## config.mk

```make
export PLATFORM = sky130hd
export DESIGN_NAME = sequence_detector_fsm_state_register
export DESIGN_NICKNAME = d
export VERILOG_FILES = /design/src/rtl/seq_det_pkg.sv /design/src/rtl/sat_counter.sv /design/src/rtl/sequence_detector_fsm_state_register.sv
export SDC_FILE = /design/constraint.sdc
export NUM_CORES = 1
export LEC_CHECK = 0
export CORE_UTILIZATION = 47
export DETAILED_ROUTE_END_ITERATION = 10
export MAX_ROUTING_LAYER = met4
export PLACE_DENSITY_LB_ADDON = 0.1
export SLEW_MARGIN = 20
export SYNTH_ARGS = -nofsm -noshare
export SYNTH_HDL_FRONTEND = slang
export SYNTH_SLANG_ARGS = --single-unit
export TNS_END_PERCENT = 100
```

## constraint.sdc

```tcl
create_clock -name Clock -period 4.5 [get_ports Clock]
set_clock_uncertainty 0.1 [all_clocks]
set_input_delay 0.675 -clock Clock [delete_from_list [all_inputs] [get_ports Clock]]
set_output_delay 0.675 -clock Clock [all_outputs]
set_load 0.02 [all_outputs]
```

## src/rtl/seq_det_pkg.sv

```systemverilog
// Shared definitions for the 0000/1111 sequence detector: state width, state codes
// and the Moore-output decode used by both the next-state logic and the state register.
package seq_det_pkg;
    localparam int STATE_W = 4;

    typedef logic [STATE_W-1:0] state_t;

    localparam state_t A = 4'd0;
    localparam state_t B = 4'd1;
    localparam state_t C = 4'd2;
    localparam state_t D = 4'd3;
    localparam state_t E = 4'd4;
    localparam state_t F = 4'd5;
    localparam state_t G = 4'd6;
    localparam state_t H = 4'd7;
    localparam state_t I = 4'd8;

    localparam state_t LAST_LEGAL = I;

    // E means four zeros were seen, I means four ones were seen.
    function automatic logic is_match(input state_t s);
        return (s == E) || (s == I);
    endfunction
endpackage

```

## src/rtl/sat_counter.sv

```systemverilog
// Saturating up-counter with synchronous clear; a clear on the same edge as an
// increment wins and leaves the counter at zero.
module sat_counter #(
    parameter int W = 8
) (
    input  logic         Clock,
    input  logic         Resetn,
    input  logic         inc,
    input  logic         clr,
    output logic [W-1:0] q
);
    logic [W-1:0] count_q;
    logic [W-1:0] count_d;

    always_comb begin
        count_d = count_q;
        if (clr) begin
            count_d = '0;
        end else if (inc && (count_q != {W{1'b1}})) begin
            count_d = count_q + 1'b1;
        end
    end

    always_ff @(posedge Clock) begin
        if (!Resetn) begin
            count_q <= '0;
        end else begin
            count_q <= count_d;
        end
    end

    assign q = count_q;
endmodule

```

## src/rtl/sequence_detector_fsm_state_register.sv

```systemverilog
// State register of the 0000/1111 detector: loads the next-state code, decodes the
// Moore output, pulses on each new match, counts matches and flags illegal codes.
module sequence_detector_fsm_state_register
    import seq_det_pkg::*;
#(
    parameter int CNT_W = 8
) (
    input  logic               Clock,
    input  logic               Resetn,
    input  logic               en,
    input  logic [3:0]         nextstate,
    input  logic               clr_count,
    output logic [3:0]         currstate,
    output logic               z,
    output logic               z_rise,
    output logic [CNT_W-1:0]   match_count,
    output logic               illegal
);
    state_t state_q, state_d;
    logic   z_q, z_d;
    logic   z_rise_q, z_rise_d;
    logic   illegal_q, illegal_d;

    always_comb begin
        state_d   = state_q;
        z_d       = z_q;
        z_rise_d  = 1'b0;
        illegal_d = illegal_q;
        if (en) begin
            // Out-of-range codes fall back to the reset state so the detector restarts cleanly.
            if (nextstate <= LAST_LEGAL) begin
                state_d = nextstate;
            end else begin
                state_d   = A;
                illegal_d = 1'b1;
            end
            z_d      = is_match(state_d);
            z_rise_d = z_d && !z_q;
        end
    end

    always_ff @(posedge Clock) begin
        if (!Resetn) begin
            state_q   <= A;
            z_q       <= 1'b0;
            z_rise_q  <= 1'b0;
            illegal_q <= 1'b0;
        end else begin
            state_q   <= state_d;
            z_q       <= z_d;
            z_rise_q  <= z_rise_d;
            illegal_q <= illegal_d;
        end
    end

    // The counter steps on the same edge that registers the rising pulse.
    sat_counter #(
        .W(CNT_W)
    ) u_match_counter (
        .Clock (Clock),
        .Resetn(Resetn),
        .inc   (z_rise_d),
        .clr   (clr_count),
        .q     (match_count)
    );

    assign currstate = state_q;
    assign z         = z_q;
    assign z_rise    = z_rise_q;
    assign illegal   = illegal_q;
endmodule

```

Word-level counts from Yosys, hierarchy flattened:

Index checks and enable logic that the tools add are counted.

* multiplexer cells: 3
* bitwise logic cells: 2
* order comparisons: 1
* add/sub/neg operators: 1
* equality and inequality tests: 3
* reduce and logical (&&, ||, !) cells: 6

Operators by type and width (number)
* 8-bit by 1-bit adder with 8-bit output (second input constant): 1
* 4-bit 2-to-1 mux: 2
* 8-bit inequality test (second input constant): 1
* 4-bit by 3-bit equality test with 1-bit output (second input constant): 1
* 4-bit equality test (second input constant): 1
* 4-bit less-or-equal comparator (second input constant): 1
* 1-bit logical AND: 2
* 1-bit inverter: 2
* 2-bit AND reduction: 1
* 2-bit OR reduction: 1
* 1-bit logical NOT: 1
* 1-bit logical OR: 1
* 1-bit 2-to-1 mux: 1

* logic and storage cells: 21
* bits in registers: 15
* output and inout bits: 15

Logic depth before layout (Yosys ltp):

Gate-level depths: netlist of run 1.

* depth after elaboration: 8
* gate-level depth with buffers: 5
* depth with buffers taken out: 4

Modules after synthesis:

Synthesis of run 1 repeated with hierarchy kept, for this count alone.

* cells, all modules: 75
* area total of the unflattened synthesis: 721.9 um^2

By module, submodules not included
* sat_counter: cells an instance 46, times used 1, area an instance 421.7 um^2
* sequence_detector_fsm_state_register: cells an instance 29, times used 1, area an instance 300.3 um^2

Worst setup path before layout of run 1:

No wires, ideal clock.

* path type: input port to flip-flop
* from: input port nextstate[1]
* to: register u_match_counter.count_q[6], in the netlist u_match_counter.q[6]
* data required time: 4.284 ns
* path slack: 2.524 ns
* stages: 4
* library setup time: 0.116 ns
* data arrival time: 1.760 ns
* cell sequence: nor4b_4 nand3_1 or4b_1 and3_1

* word-level cells in the longest chain between the ends: 8

Ends and longest elaborated chain
* from (decl): RTL line sequence_detector_fsm_state_register.sv:11 `input logic [3:0] nextstate,`
* 4-bit less-or-equal comparator: RTL line sequence_detector_fsm_state_register.sv:31 `if (nextstate <= LAST_LEGAL) begin`
* 4-bit 2-to-1 mux *: RTL line sequence_detector_fsm_state_register.sv:31
* 4-bit 2-to-1 mux *: RTL line sequence_detector_fsm_state_register.sv:29 `if (en) begin`
* 4-bit by 3-bit equality test with 1-bit output / 4-bit equality test (equally long branches): RTL line seq_det_pkg.sv:22 `return (s == E) || (s == I);`
* 1-bit logical OR *: RTL line seq_det_pkg.sv:22
* 1-bit logical AND *: RTL line sequence_detector_fsm_state_register.sv:38 `z_rise_d = z_d && !z_q;`
* 1-bit 2-to-1 mux *: RTL line sequence_detector_fsm_state_register.sv:29
* 1-bit logical AND *: RTL line sat_counter.sv:19 `end else if (inc && (count_q != {W{1'b1}})) begin`
* to (signal assigned): RTL line sat_counter.sv:28 `count_q <= count_d;`
* to (decl): RTL line sat_counter.sv:12 `logic [W-1:0] count_q;`

Every way passes the cells marked *; elsewhere a longest branch is shown, timed or not. The select of a mux whose other input is x is not followed.
A chain may end at the register's enable or synchronous reset.

Final worst setup path of run 1:

* from: input port en
* to: register u_match_counter.count_q[3], in the netlist u_match_counter.q[3]

* word-level cells in the longest chain between the ends: 2

Ends and longest elaborated chain
* from (decl): RTL line sequence_detector_fsm_state_register.sv:10 `input logic en,`
* 1-bit 2-to-1 mux: RTL line sequence_detector_fsm_state_register.sv:29
* 1-bit logical AND: RTL line sat_counter.sv:19

Every way passes these cells.

==> results of run 1 <==
cells in the final DEF, fill, tap and decap left out, drive strengths merged:
cell and count:
a211oi 2, a21boi 3, a21oi 7, a41oi 2
and2 1, and2b 1, and3 6, clkbuf 4
clkdlybuf4s50 22, dfxtp 15, ha 1, nand2 5
nand2b 4, nand3 7, nand3b 1, nand4 1
nor2 3, nor2b 5, nor3 2, nor3b 1
nor4 1, nor4b 1, o21a 1, o21ai 2
o21bai 1, o311ai 1, o31ai 1, or3 1
or4 1, or4b 1, xor2 1
worst max path at each step:
stage / from / end / depth (start not counted)
6_report: en / u_match_counter.q[3]$_SDFFE_PP0P_ / 5
5_1_grt: en / u_match_counter.q[3]$_SDFFE_PP0P_ / 5
4_1_cts: en / u_match_counter.q[3]$_SDFFE_PP0P_ / 5
3_5_place_dp: en / u_match_counter.q[6]$_SDFFE_PP0P_ / 5
3_3_place_gp: en / u_match_counter.q[6]$_SDFFE_PP0P_ / 5
2_1_floorplan: nextstate[1] / u_match_counter.q[6]$_SDFFE_PP0P_ / 4
flip-flops by register name (all words and copies together) (netlist names):
signal and cells:
u_match_counter.q 8, currstate 4, illegal 1, z 1
z_rise 1
per-layer routing:
metal  vias to the layer above  wire length (um)  global-route usage (%)
li1                        350                 -                       -
met4                         0                25                    12.1
met3                         4               110                    4.79
met5                         -                 0                       -
met1                       328               789                    34.1
met2                        29               772                    34.0
layout make-up:
cell class,instances,area (sq um),share of cell area (%)
clock buffer,4,26.3,2.66
multi-input combinational,64,420,42.6
sequential,15,300,30.5
tap,15,18.8,1.90
timing repair buffer,22,220,22.3
where the power goes:
| group | internal (mW) | switching [mW] | leakage, nW | total (mW) |
|---|---|---|---|---|
| clock network | 0.0344 | 0.0417 | 0.0150 | 0.0761 |
| logic | 0.0152 | 0.0149 | 0.209 | 0.0301 |
| registers | 0.135 | 0.00140 | 0.121 | 0.136 |
| total | 0.185 | 0.0580 | 0.346 | 0.243 |
metrics by stage:
step / worst slack, ps / instances / power (mW) / utilization [%] / instance area [sq um]
6_report: 2020 / 120 / 0.243 / 72.2 / 986
5_1_grt: 1920 / 120 / 0.253 / 72.2 / 986
4_1_cts: 2040 / 120 / 0.244 / 72.2 / 986
3_5_place_dp: 1780 / 116 / 0.169 / 70.2 / 960
3_3_place_gp: 1830 / 116 / 0.169 / 70.2 / 960
2_1_floorplan: 2520 / 81 / 0.153 / - / 728
kinds of logic (layout without fill, tap and decap cells):
group           count (synthesis)  in the layout  synth area share (%)
compound gates                 20             20                  18.0
xor+xnor                        1              1                  2.23
fa+ha+maj                       1              1                  1.72
buf+inv                         2             26                  1.03
flops                          15             15                  41.2
simple gates                   42             42                  35.7
critical path, stage by stage:
cell and delay (ps):
clkdlybuf4s50_1 640, nor4b_4 330, nand2_1 210, or4_1 550
a21oi_1 170
==> run summary, run 1 <==
First-pass GRT wire length: 2.63 mm
Prevailing post-synth register cell: dfxtp_1
Largest net degree at the start of global routing: 12
Synth Instances: 81
Vias in the first global route: 586
Syn Area/Cell: 8.99 sq um
Yosys top cell by area: dfxtp_1
Worst-margin pin slew: 380 ps
Total setup buffers inserted after CTS: 0
WP data required: 4610 ps
Synth Cell Area: 728 sq um
Reg clk slew, reported paths: 90 ps
HP Class: reg2reg
CTS tree: done
PortBufs: 22
Startpoint types: input pin
Register area share after synthesis: 41.2%
Rows: 13
Die Ht: 41.4 um
Setup TNS: 0 ps
Hold WS: 380 ps
Vias: 711
Htree depth: 1
Clk sinks: 15
Hold path start: currstate[2]$_SDFFE_PN0P_
Most common cell in the netlist: dfxtp_1
CP endpoint kind: flop
Number of synthesized flops with an enable pin: 0
Status: finished, final reports clean
Die X: 41.4 um
FMAX: 403 MHz
WHS Endpoint: currstate[2]$_SDFFE_PN0P_
Period utilization: 55.2%
Grt total ovfl: 0
Power per cell area: 246 mW/mm^2
Fill count: 118
I/O pin cnt: 23
VDD IR max: 0.000217 V
Area grow syn2layout: 35.4%
Post-CTS resize count: 0
DIE AREA: 0.00171 sq mm
N_diodes: 0
First-pass DRT Iterations: 4
Via/cell ratio: 5.93
Post-synth top area share: 41.2%
# setup viols final: 0
Drt wl/cell: 14.1 um
RSZ-0062 raised after global routing: no
Slew Viols, Final: 0
MaxCap Viol Count: 0
Gpl congestion: 0.787
Slew headroom: 74.4%
Starting density of the core: 53.3%
Share of cells above drive strength 1: 6.67%
Data arrival, critical path: 2590 ps
Path depth of the worst reg2reg path: 4
YS warnings: 0
Cts-stage hold buffer count: 0
Initial DRC Count: 40
Async S/R FF share, synth: 0%
Yosys reg bits: 15
Final Hold Vio Count: 0
Post-Syn Nets: 90
R2R Path End: u_match_counter.q[3]$_SDFFE_PP0P_
Crit path max fanout: 11
Yosys cell types: 31
R2R Setup Slk: 2680 ps
Min cycle time layout: 2480 ps
Root buf cell: clkbuf_4
Buffer depth of the longest clock path: 2
Most instantiated cells after synthesis: 15 x dfxtp_1, 7 x a21oi_1, 7 x nand3_1
Initial antenna violation count: 0
CORE AREA: 0.00137 sq mm
Routed Antenna Nets: 0
Leakage: 0.346 nW
Top cells by area, synth: dfxtp_1 41%, a21oi_1 4.8%, nand3_1 4.8%
Critical setup path kind: in2reg
All-Layer GR Usage: 24.7%
Total clock buffers created by CTS: 3
Hold Crit Depth: 2
Remaining DRCs: 0
Final wirelength: 1.70 mm
Source-to-sink clock delay at the later pin of the worst-skew pair: 280 ps
Fin nets: 115
Detailed placement HPWL: 1.23 mm
FF-to-FF Start: z$_SDFFE_PN0P_
Power figures use the tool's default switching activity.
==> inputs of run 2 (changes only) <==
--- a/config.mk
+++ b/config.mk
@@ -5,7 +5,7 @@
 export SDC_FILE = /design/constraint.sdc
 export NUM_CORES = 1
 export LEC_CHECK = 0
-export CORE_UTILIZATION = 47
+export CORE_UTILIZATION = 44
 export DETAILED_ROUTE_END_ITERATION = 10
 export MAX_ROUTING_LAYER = met4
 export PLACE_DENSITY_LB_ADDON = 0.1
==> constraint.sdc (replaced) <==
create_clock -name Clock -period 2.37 [get_ports Clock]
set_clock_uncertainty 0.1 [all_clocks]
set_input_delay 0.3555 -clock Clock [delete_from_list [all_inputs] [get_ports Clock]]
set_output_delay 0.3555 -clock Clock [all_outputs]
set_load 0.02 [all_outputs]
==> run summary, run 2 (synthesis gave the netlist of run 1 again) <==
Status: finished, final reports clean (unchanged)
Path depth of the worst reg2reg path: 4 (unchanged)
Most frequent cells in the layout: 22 x clkdlybuf4s50_1, 15 x dfxtp_1, 7 x nand3_1, 7 x a21oi_1 (unchanged)
Largest net degree at the start of global routing: 11 (was 12)
Hold Crit Depth: 1 (was 2)
All-Layer GR Usage: 18.5% (was 24.7%)
Startpoint types: input pin (unchanged)
Slew Viols, Final: 0 (unchanged)
# setup viols final: 0 (unchanged)
Share of cells above drive strength 1: 10.2% (was 6.67%)
Root buf cell: clkbuf_4 (unchanged)
Power per cell area: 460 mW/mm^2 (was 246 mW/mm^2)
Final Hold Vio Count: 0 (unchanged)
Fin nets: 118 (was 115)
VDD IR max: 0.000299 V (was 0.000217 V)
Fill count: 134 (was 118)
Htree depth: 1 (unchanged)
Final wirelength: 1.56 mm (was 1.70 mm)
CORE AREA: 0.00152 sq mm (was 0.00137 sq mm)
Worst-margin pin slew: 333 ps (was 380 ps)
CTS tree: done (unchanged)
Max FFs per register: 8 (unchanged)
FMAX: 529 MHz
Met1 WL: 819 um (was 789 um)
R2R Setup Slk: 660 ps (was 2680 ps)
Leading cell type in the layout, fill and taps excluded: clkdlybuf4s50_1 (unchanged)
MaxCap Viol Count: 0 (unchanged)
Post-route cell area: 0.00101 sq mm (was 986 sq um)
Rows: 14 (was 13)
Clk sinks: 15 (unchanged)
Leakage: 0.362 nW (was 0.346 nW)
CP endpoint kind: flop (unchanged)
Post-CTS resize count: 0 (unchanged)
Gpl congestion: 0.796 (was 0.787)
Area grow syn2layout: 38.8% (was 35.4%)
First-pass GRT wire length: 2.54 mm (was 2.63 mm)
R2R Path End: u_match_counter.q[6]$_SDFFE_PP0P_ (was u_match_counter.q[3]$_SDFFE_PP0P_)
N_diodes: 0 (unchanged)
Top cell family by delay on the critical path: simple AND/OR/NAND/NOR gates (unchanged)
Vias in the first global route: 587 (was 586)
Routed met2 length: 651 um (was 772 um)
Grt total ovfl: 0 (unchanged)
Setup TNS: 0 ps (unchanged)
FF-to-FF Start: u_match_counter.q[0]$_SDFFE_PP0P_ (was z$_SDFFE_PN0P_)
Critical setup path kind: in2reg (unchanged)
Hold path start: illegal$_SDFFE_PN0P_ (was currstate[2]$_SDFFE_PN0P_)
Reg clk slew, reported paths: 100 ps (was 90 ps)
Routed Antenna Nets: 0 (unchanged)
Max layer used: met4 (unchanged)
PortBufs: 22 (unchanged)
Period utilization: 79.7%
Buffer depth of the longest clock path: 2 (unchanged)
Die Ht: 42.7 um (was 41.4 um)
Total setup buffers inserted after CTS: 0 (unchanged)
DIE AREA: 0.00182 sq mm (was 0.00171 sq mm)
Via/cell ratio: 5.56 (was 5.93)
Crit path cell chain: clkdlybuf4s50_1 -> nor4b_4 -> nand3_1 -> or4b_1 -> and3_1 (was clkdlybuf4s50_1 -> nor4b_4 -> nand2_1 -> or4_1 -> a21oi_1)
WL met3: 74 um (was 110 um)
Initial antenna violation count: 0 (unchanged)
WHS Endpoint: illegal$_SDFFE_PN0P_ (was currstate[2]$_SDFFE_PN0P_)
Placed cell count: 120 (was 116)
WP buf/inv: 1 (unchanged)
Starting density of the core: 47.8% (was 53.3%)
RSZ-0062 raised after global routing: no (unchanged)
Worst setup path startpoint: nextstate[1] (was en)
Crit path max fanout: 4 (was 11)
Worst path slowest cell: or4b_1 (was clkdlybuf4s50_1)
Source-to-sink clock delay at the later pin of the worst-skew pair: 280 ps (about the same)
HP Class: reg2reg (unchanged)
CP max stage delay: 500 ps (was 640 ps)
Cts-stage hold buffer count: 0 (unchanged)
Data arrival, critical path: 1970 ps (was 2590 ps)
Post-Layout Cell Count: 124 (was 120)
First-pass DRT Iterations: 4 (unchanged)
WP data required: 2460 ps (was 4610 ps)
Drt wl/cell: 12.6 um (was 14.1 um)
Total clock buffers created by CTS: 3 (unchanged)
Die X: 42.7 um (was 41.4 um)
Placed cell area: 983 sq um (was 960 sq um)
Remaining DRCs: 0 (unchanged)
Detailed placement HPWL: 1.17 mm (was 1.23 mm)
Initial DRC Count: 14 (was 40)
Min cycle time layout: 1890 ps
I/O pin cnt: 23 (unchanged)
Vias: 690 (was 711)
Slew headroom: 77.5% (was 74.4%)
==> run 2: layout make-up <==
type                    count  area (sq um)  area share [%]
clock buffers               3          22.5            2.23
clock inverters             1          5.00           0.495
multi-input cells          64           420            41.6
flip-flops and latches     15           300            29.7
well taps                  16          20.0            1.98
repair buffers             25           243            24.0
==> run 2: power breakdown <==
group | internal (mW) | switching [mW]
clock | 0.0625 | 0.0861
combinational | 0.0306 | 0.0273
sequential | 0.256 | 0.00256
total | 0.349 | 0.116
==> run 2: per-stage QoR <==
step / util [%] / power, mW / hold slack (ps) / worst slack, ps
after floorplan: - / 0.291 / 373 / 611
after global placement: 64.5 / 0.323 / 355 / 197
after detailed placement: 64.5 / 0.323 / 359 / 180
after CTS: 66.3 / 0.469 / 379 / 486
after global routing: 66.3 / 0.481 / 409 / 350
final: 66.3 / 0.465 / 373 / 481
==> run 2: worst max path at each step <==
stage / end / slack (ps) / cells past startpoint
2_1_floorplan: u_match_counter.q[6]$_SDFFE_PP0P_ / 610 / 4
3_3_place_gp: u_match_counter.q[6]$_SDFFE_PP0P_ / 200 / 5
3_5_place_dp: u_match_counter.q[6]$_SDFFE_PP0P_ / 180 / 5
4_1_cts: u_match_counter.q[6]$_SDFFE_PP0P_ / 490 / 5
5_1_grt: u_match_counter.q[6]$_SDFFE_PP0P_ / 350 / 5
6_report: u_match_counter.q[6]$_SDFFE_PP0P_ / 480 / 5
==> run 2: worst register-to-register path, delay by kind of cell, from the launching register on <==
family                     cells  cell delay (ps)
adders and majority gates      1              290
and+or+nand+nor                3              790
DFF                            1              440
==> run 2: per-layer routing <==
metal / global-route usage, % / up-vias
met4: 5.63 / 0
met1: 25.9 / 313
met3: 2.98 / 2
met2: 27.3 / 15
li1: - / 360
met5: - / -
